<file path="src/rtl/mem_access_ctrl.sv">
// MEM-stage data-memory access sequencer: decodes lw/lb/lh/sw/sb/sh, runs a req/ack
// handshake with byte enables, stalls the pipeline and sign-extends sub-word loads.
module mem_access_ctrl #(
  parameter int unsigned TIMEOUT_CYC = 255
) (
  input  logic        clk,
  input  logic        rst_n,
  input  logic [1:0]  MemRead,
  input  logic [1:0]  MemWrite,
  input  logic [31:0] Addr,
  input  logic [31:0] WriteData,
  output logic [31:0] ReadData,
  output logic        Stall,
  output logic        Misalign,
  output logic        BusErr,
  output logic        mem_req,
  output logic        mem_we,
  output logic [3:0]  mem_be,
  output logic [31:0] mem_addr,
  output logic [31:0] mem_wdata,
  input  logic [31:0] mem_rdata,
  input  logic        mem_ack
);

  typedef enum logic [1:0] {IDLE, REQ, DONE, ERR} state_t;

  localparam logic [1:0] KIND_WORD = 2'b01;
  localparam logic [1:0] KIND_BYTE = 2'b10;
  localparam logic [15:0] CNT_LAST = 16'(TIMEOUT_CYC - 1);

  state_t      state_q, state_d;
  logic [15:0] cnt_q, cnt_d;
  logic        mem_req_q, mem_req_d;
  logic        mem_we_q, mem_we_d;
  logic [3:0]  mem_be_q, mem_be_d;
  logic [31:0] mem_addr_q, mem_addr_d;
  logic [31:0] mem_wdata_q, mem_wdata_d;
  logic [1:0]  kind_q, kind_d;
  logic [1:0]  off_q, off_d;
  logic        load_q, load_d;
  logic        bus_err_q, bus_err_d;
  logic [31:0] read_data_q, read_data_d;

  logic        valid, illegal, aligned, launch, reject, timeout;
  logic [1:0]  kind;
  logic [3:0]  be;
  logic [31:0] wdata;
  logic [31:0] rd_shift, rd_ext;
  logic [15:0] rd_half;

  // Access decode, byte-enable generation and store-data replication.
  always_comb begin
    valid   = (MemRead != 2'b00) || (MemWrite != 2'b00);
    illegal = (MemRead != 2'b00) && (MemWrite != 2'b00);
    kind    = (MemRead != 2'b00) ? MemRead : MemWrite;
    aligned = 1'b1;
    be      = 4'b1111;
    wdata   = WriteData;
    case (kind)
      KIND_WORD: aligned = (Addr[1:0] == 2'b00);
      KIND_BYTE: begin
        be    = 4'b0001 << Addr[1:0];
        wdata = {4{WriteData[7:0]}};
      end
      2'b11: begin
        aligned = ~Addr[0];
        be      = Addr[1] ? 4'b1100 : 4'b0011;
        wdata   = {2{WriteData[15:0]}};
      end
      default: ;
    endcase
    launch  = valid && !illegal && aligned;
    reject  = valid && !launch;
    timeout = (cnt_q == CNT_LAST);
  end

  always_comb begin
    rd_shift = mem_rdata >> {off_q, 3'b000};
    rd_half  = off_q[1] ? mem_rdata[31:16] : mem_rdata[15:0];
    case (kind_q)
      KIND_BYTE: rd_ext = {{24{rd_shift[7]}}, rd_shift[7:0]};
      2'b11:     rd_ext = {{16{rd_half[15]}}, rd_half};
      default:   rd_ext = mem_rdata;
    endcase
  end

  always_ff @(posedge clk or negedge rst_n) begin
    if (!rst_n) state_q <= IDLE;
    else        state_q <= state_d;
  end

  // Ack beats a coincident timeout because it is tested first.
  always_comb begin
    state_d = state_q;
    case (state_q)
      IDLE: begin
        if (launch)      state_d = REQ;
        else if (reject) state_d = ERR;
      end
      REQ: begin
        if (mem_ack)      state_d = DONE;
        else if (timeout) state_d = ERR;
      end
      DONE:    state_d = IDLE;
      ERR:     state_d = IDLE;
      default: state_d = IDLE;
    endcase
  end

  always_comb begin
    cnt_d       = cnt_q;
    mem_req_d   = mem_req_q;
    mem_we_d    = mem_we_q;
    mem_be_d    = mem_be_q;
    mem_addr_d  = mem_addr_q;
    mem_wdata_d = mem_wdata_q;
    kind_d      = kind_q;
    off_d       = off_q;
    load_d      = load_q;
    bus_err_d   = bus_err_q;
    read_data_d = read_data_q;
    case (state_q)
      IDLE: begin
        if (launch) begin
          cnt_d       = 16'd0;
          mem_req_d   = 1'b1;
          mem_we_d    = (MemWrite != 2'b00);
          mem_be_d    = be;
          mem_addr_d  = {Addr[31:2], 2'b00};
          mem_wdata_d = wdata;
          kind_d      = kind;
          off_d       = Addr[1:0];
          load_d      = (MemWrite == 2'b00);
        end else if (reject) begin
          bus_err_d = 1'b0;
        end
      end
      REQ: begin
        cnt_d = cnt_q + 16'd1;
        if (mem_ack) begin
          mem_req_d = 1'b0;
          if (load_q) read_data_d = rd_ext;
        end else if (timeout) begin
          mem_req_d = 1'b0;
          bus_err_d = 1'b1;
        end
      end
      default: ;
    endcase
  end

  always_ff @(posedge clk or negedge rst_n) begin
    if (!rst_n) begin
      cnt_q       <= 16'd0;
      mem_req_q   <= 1'b0;
      mem_we_q    <= 1'b0;
      mem_be_q    <= 4'b0000;
      mem_addr_q  <= 32'd0;
      mem_wdata_q <= 32'd0;
      kind_q      <= 2'b00;
      off_q       <= 2'b00;
      load_q      <= 1'b0;
      bus_err_q   <= 1'b0;
      read_data_q <= 32'd0;
    end else begin
      cnt_q       <= cnt_d;
      mem_req_q   <= mem_req_d;
      mem_we_q    <= mem_we_d;
      mem_be_q    <= mem_be_d;
      mem_addr_q  <= mem_addr_d;
      mem_wdata_q <= mem_wdata_d;
      kind_q      <= kind_d;
      off_q       <= off_d;
      load_q      <= load_d;
      bus_err_q   <= bus_err_d;
      read_data_q <= read_data_d;
    end
  end

  // Launch stall is combinational; gating with rst_n keeps it low during reset.
  always_comb begin
    Stall    = (state_q == REQ) || ((state_q == IDLE) && launch && rst_n);
    Misalign = (state_q == ERR) && !bus_err_q;
    BusErr   = (state_q == ERR) && bus_err_q;
  end

  assign ReadData  = read_data_q;
  assign mem_req   = mem_req_q;
  assign mem_we    = mem_we_q;
  assign mem_be    = mem_be_q;
  assign mem_addr  = mem_addr_q;
  assign mem_wdata = mem_wdata_q;

endmodule

</file>
<file path="config.mk">
export PLATFORM = sky130hd
export DESIGN_NAME = mem_access_ctrl
export DESIGN_NICKNAME = d
export VERILOG_FILES = /design/src/rtl/mem_access_ctrl.sv
export SDC_FILE = /design/constraint.sdc
export NUM_CORES = 1
export LEC_CHECK = 0
export CAP_MARGIN = 20
export CORE_MARGIN = 5
export CORE_UTILIZATION = 46
export CTS_CLUSTER_DIAMETER = 200
export DETAILED_ROUTE_END_ITERATION = 10
export PLACE_DENSITY = 0.81
export SETUP_SLACK_MARGIN = 0.4
export SKIP_CTS_REPAIR_TIMING = 1
export SYNTH_ARGS = -nofsm -noshare
export SYNTH_HDL_FRONTEND = slang
export SYNTH_SLANG_ARGS = --single-unit
</file>
<file path="constraint.sdc">
create_clock -name clk -period 3.4 [get_ports clk]
set_input_delay 0.51 -clock clk [delete_from_list [all_inputs] [get_ports clk]]
set_output_delay 0.51 -clock clk [all_outputs]
set_load 0.01 [all_outputs]
</file>
==> impl_summary.log, run 1 <==
[metrics] top cells by area, synth: dfrtp_1 50%, mux2_1 6.2%, o21ai_0 3.1%
[metrics] unrepaired setup endpoints after global routing: false
[metrics] Hold Startpoint: ReadData[5]$_DFFE_PN0P_
[metrics] die area: around 0.016 mm2
[metrics] # clock sinks: 124
[metrics] overall routed net length: 18900 um
[metrics] maximum number of buffers from clock root to sink: 2
[metrics] Slowest-stage cell, CP: clkdlybuf4s50_1
[metrics] Core Rows: 42
[metrics] number of synthesized flops with an enable pin: 0
[metrics] endpoint of the lowest-slack register-to-register path: mem_wdata[15]$_DFFE_PN0P_
[metrics] via count of the routed design: about 5400
[metrics] number of nets with antenna violations after routing: 0
[metrics] worst supply voltage drop on vdd: around 560 uV
[metrics] data required time of the critical path: about 2.9 ns
[metrics] crit-path max cell delay: between 0.4 and 0.5 ns
[metrics] register bit count reported by yosys: between 100 and 150
[metrics] core area: roughly 0.013 mm2
[metrics] maximum fanout along the worst path: 2
[metrics] Initial Utilization: a little under half
[metrics] via count of the first global-routing pass: between 5000 and 6000
[metrics] kind of critical path: in -> out
[metrics] Unique masters post-synth: roughly 60
[metrics] port bufs: 205
[metrics] clock tree skew after final layout: ~0.0086 ns
[metrics] height of the die: 126 um
[metrics] most used standard cells in the synthesized netlist: 124 x dfrtp_1, 38 x o21ai_0, 36 x nand3_1
[metrics] Filler Cells Inserted: approximately 1000
[metrics] maximum level of the CTS H-tree: 4
[metrics] max-cap violation count: 0
[metrics] DR DRC count: 0
[metrics] Cell Chain, Critical Path: clkdlybuf4s50_1 > nor2_1 > ha_1 > or3b_1 > a311o_1 > nand2_4 > a21o_1 > dlymetal6s2s_1
[metrics] first-pass GRT wire length: approximately 30000 um
[metrics] PnR worst setup slack: 0.505 ns
[metrics] Setup crit start kind: primary input
[metrics] maximum number of pins on one net before global-route repair: 65
[metrics] Period minus WS final: just under 3 ns
[metrics] first-pass detailed-route iteration total: 5
[metrics] TritonCTS clock tree: done
[metrics] slew at the pin closest to its max-slew limit: 0.825 ns
[metrics] Worst Hold Endpoint: ReadData[5]$_DFFE_PN0P_
[metrics] netlist area before placement: just over 0.006 mm2
[metrics] achievable frequency: ~350 MHz
[metrics] final number of max-transition violations: 0
[metrics] final non-filler cell area: a little under 0.009 mm2
[metrics] number of placed instances with taps included: 924
[metrics] run status: complete, no violations
[metrics] Placer Congestion: about 0.88
[metrics] most numerous cell in the Yosys netlist: dfrtp_1
[metrics] total negative setup slack: 0 ns
[metrics] Final Hold Vio Count: 0
[metrics] Layout Area Growth over Synthesis: 44.8%
[metrics] final count of negative-setup-slack endpoints: 0
[metrics] predominant post-synthesis flop cell: dfrtp_1
[metrics] number of vias per cell: roughly 5.7
[metrics] cells after synthesis: about 570
[metrics] ratio of final minimum period to clock period: ~85%
[metrics] starting DRC count in detailed routing: ~380
[metrics] arrival time at the worst endpoint: about 2.4 ns
[metrics] final layout net count: slightly below 900
[metrics] pre-CTS WS: approximately 0.062 ns
[metrics] final standard cell count with taps included and fillers excluded: 958
[metrics] fraction of layout cells with a size suffix above 1: a little over a tenth
[metrics] fraction of registers with async set/reset: 100%
[metrics] worst-case headroom to the max-slew limit: a little under half
[metrics] horizontal die dimension: approximately 130 um
[metrics] per-instance average area after synthesis: about 11 um2
[metrics] R2R setup slack: 1.00 ns
[metrics] clock latency on the worst-skew pair: about 0.42 ns
[metrics] TritonCTS Buffers: 17
[metrics] antenna diode instance count: 0
[metrics] routed len/inst: between 15 and 20 um
[metrics] Yosys warnings: 0
[metrics] number of antenna violations at the first check in global routing: 0
[metrics] top cell type by total area after synthesis: dfrtp_1
[metrics] leakage power of the design: around 3.7 nW
[metrics] part of the Yosys area used for sequential elements: between 50% and 60%
[metrics] I/O pin cnt: 208
[metrics] hold slack: between 0.4 and 0.5 ns
[metrics] startpoint of the worst-slack reg-to-reg timing path: state_q[0]$_DFFE_PN0P_
[metrics] dpl cell area: around 0.0084 mm2
[metrics] total power per unit cell area: approximately 840 mW/mm2
[metrics] area fraction of the dominant cell type after synthesis: roughly 50%
[metrics] clk slew on worst S/H paths: approximately 0.060 ns
[metrics] GRT overflow: 0
[metrics] HP Class: reg -> reg
[metrics] crit path capture type: primary output
[metrics] clock tree root buffer cell: clkbuf_16
[metrics] Tot GR Track Use: 23.9%
[metrics] DP Wirelength: ~14000 um
[metrics] cell depth of the worst flop-to-flop path: 5
[metrics] worst hold stages: 2
-- layer usage --
| metal | global-route usage (%) | up-vias | part of all wire, % | wire length [um] |
|---|---|---|---|---|
| li1 | - | 2473 | - | - |
| met2 | 40.2 | 259 | 49 | 9310 |
| met1 | 27.0 | 2669 | 39 | 7390 |
| met5 | 0 | - | 0 | 0 |
| met3 | 10.3 | 34 | 9.5 | 1800 |
| met4 | 9.02 | 0 | 2.4 | 452 |
-- cell type report --
class | count | area, um2 | area share [%]
Clock buffer | 20 | 467 | 5.22
Clock inverter | 12 | 96.3 | 1.08
Inverter | 6 | 22.5 | 0.252
Multi-Input combinational cell | 390 | 2790 | 31.2
Sequential cell | 124 | 3100 | 34.7
Tap cell | 176 | 220 | 2.46
Timing Repair Buffer | 230 | 2240 | 25.1
-- logic make-up after synthesis --
kind of cell | Yosys count | share of synthesized area (%)
xor+xnor | 7 | 0.993
compound gates | 134 | 15.8
simple gates | 177 | 15.8
buf+inv | 52 | 4.64
mux | 66 | 11.7
other cells | 1 | 0.0607
flops | 124 | 50.2
fa+ha+maj | 4 | 0.770
-- through the flow --
stage,total power [mW],util [%]
floorplan,4.09,-
global placement,5.72,63.4
detailed placement,5.85,63.4
CTS,7.60,67.7
global route,7.96,67.8
finish,7.54,67.8
-- flip-flops by register name (all words and copies together), names as in the netlist --
| register | flops |
|---|---|
| mem_we | 1 |
| bus_err_q | 1 |
| load_q | 1 |
| mem_req | 1 |
| state_q | 2 |
| mem_wdata | 32 |
| cnt_q | 16 |
| kind_q | 2 |
| mem_be | 4 |
| mem_addr | 30 |
| off_q | 2 |
| ReadData | 32 |
-- report_power, final --
part	total [mW]	switching (mW)	internal [mW]
Clock	1.70	0.646	1.05
Sequential	2.62	0.477	2.14
Combinational	3.22	1.42	1.80
Total	7.54	2.54	5.00
-- worst max-delay path: cells and delay by family --
family          cells  cell delay (ns)
compound gates      2             0.44
fa+ha+maj           1             0.29
buf+inv             2             0.64
simple gates        3             0.50
-- worst max path at each step --
stage	start	endpoint	slack [ns]	cells after the start
after detailed placement	MemWrite[1]	Stall	0.06	8
final	MemWrite[1]	Stall	0.51	8
after global routing	MemWrite[1]	Stall	0.42	8
after CTS	MemWrite[1]	Stall	0.06	8
after floorplan	MemRead[1]	Stall	0.43	10
after global placement	MemWrite[1]	Stall	0.11	8
-- cells in the final DEF, fill, tap and decap left out, types with 9 or more instances in the layout --
cell and count:
o21a_1 9, clkbuf_16 17, nor2_1 25, a31oi_1 9
nand2b_1 11, nand2_1 18, mux2_1 34, nor3_1 15
dfrtp_1 124, mux2i_1 16, o21ai_0 38, mux2_2 16
a211oi_1 17, clkdlybuf4s50_1 203, nand3_1 36, nor2b_1 27
and3_1 11, o22a_1 18, buf_4 25
Power figures use the tool's default switching activity.
==> inputs of run 2 (changes only) <==
SKIP_LAST_GASP = 1   (was not set)
==> results of run 2 <==
No change in the layout: final DEF, timing and power equal those of run 1.
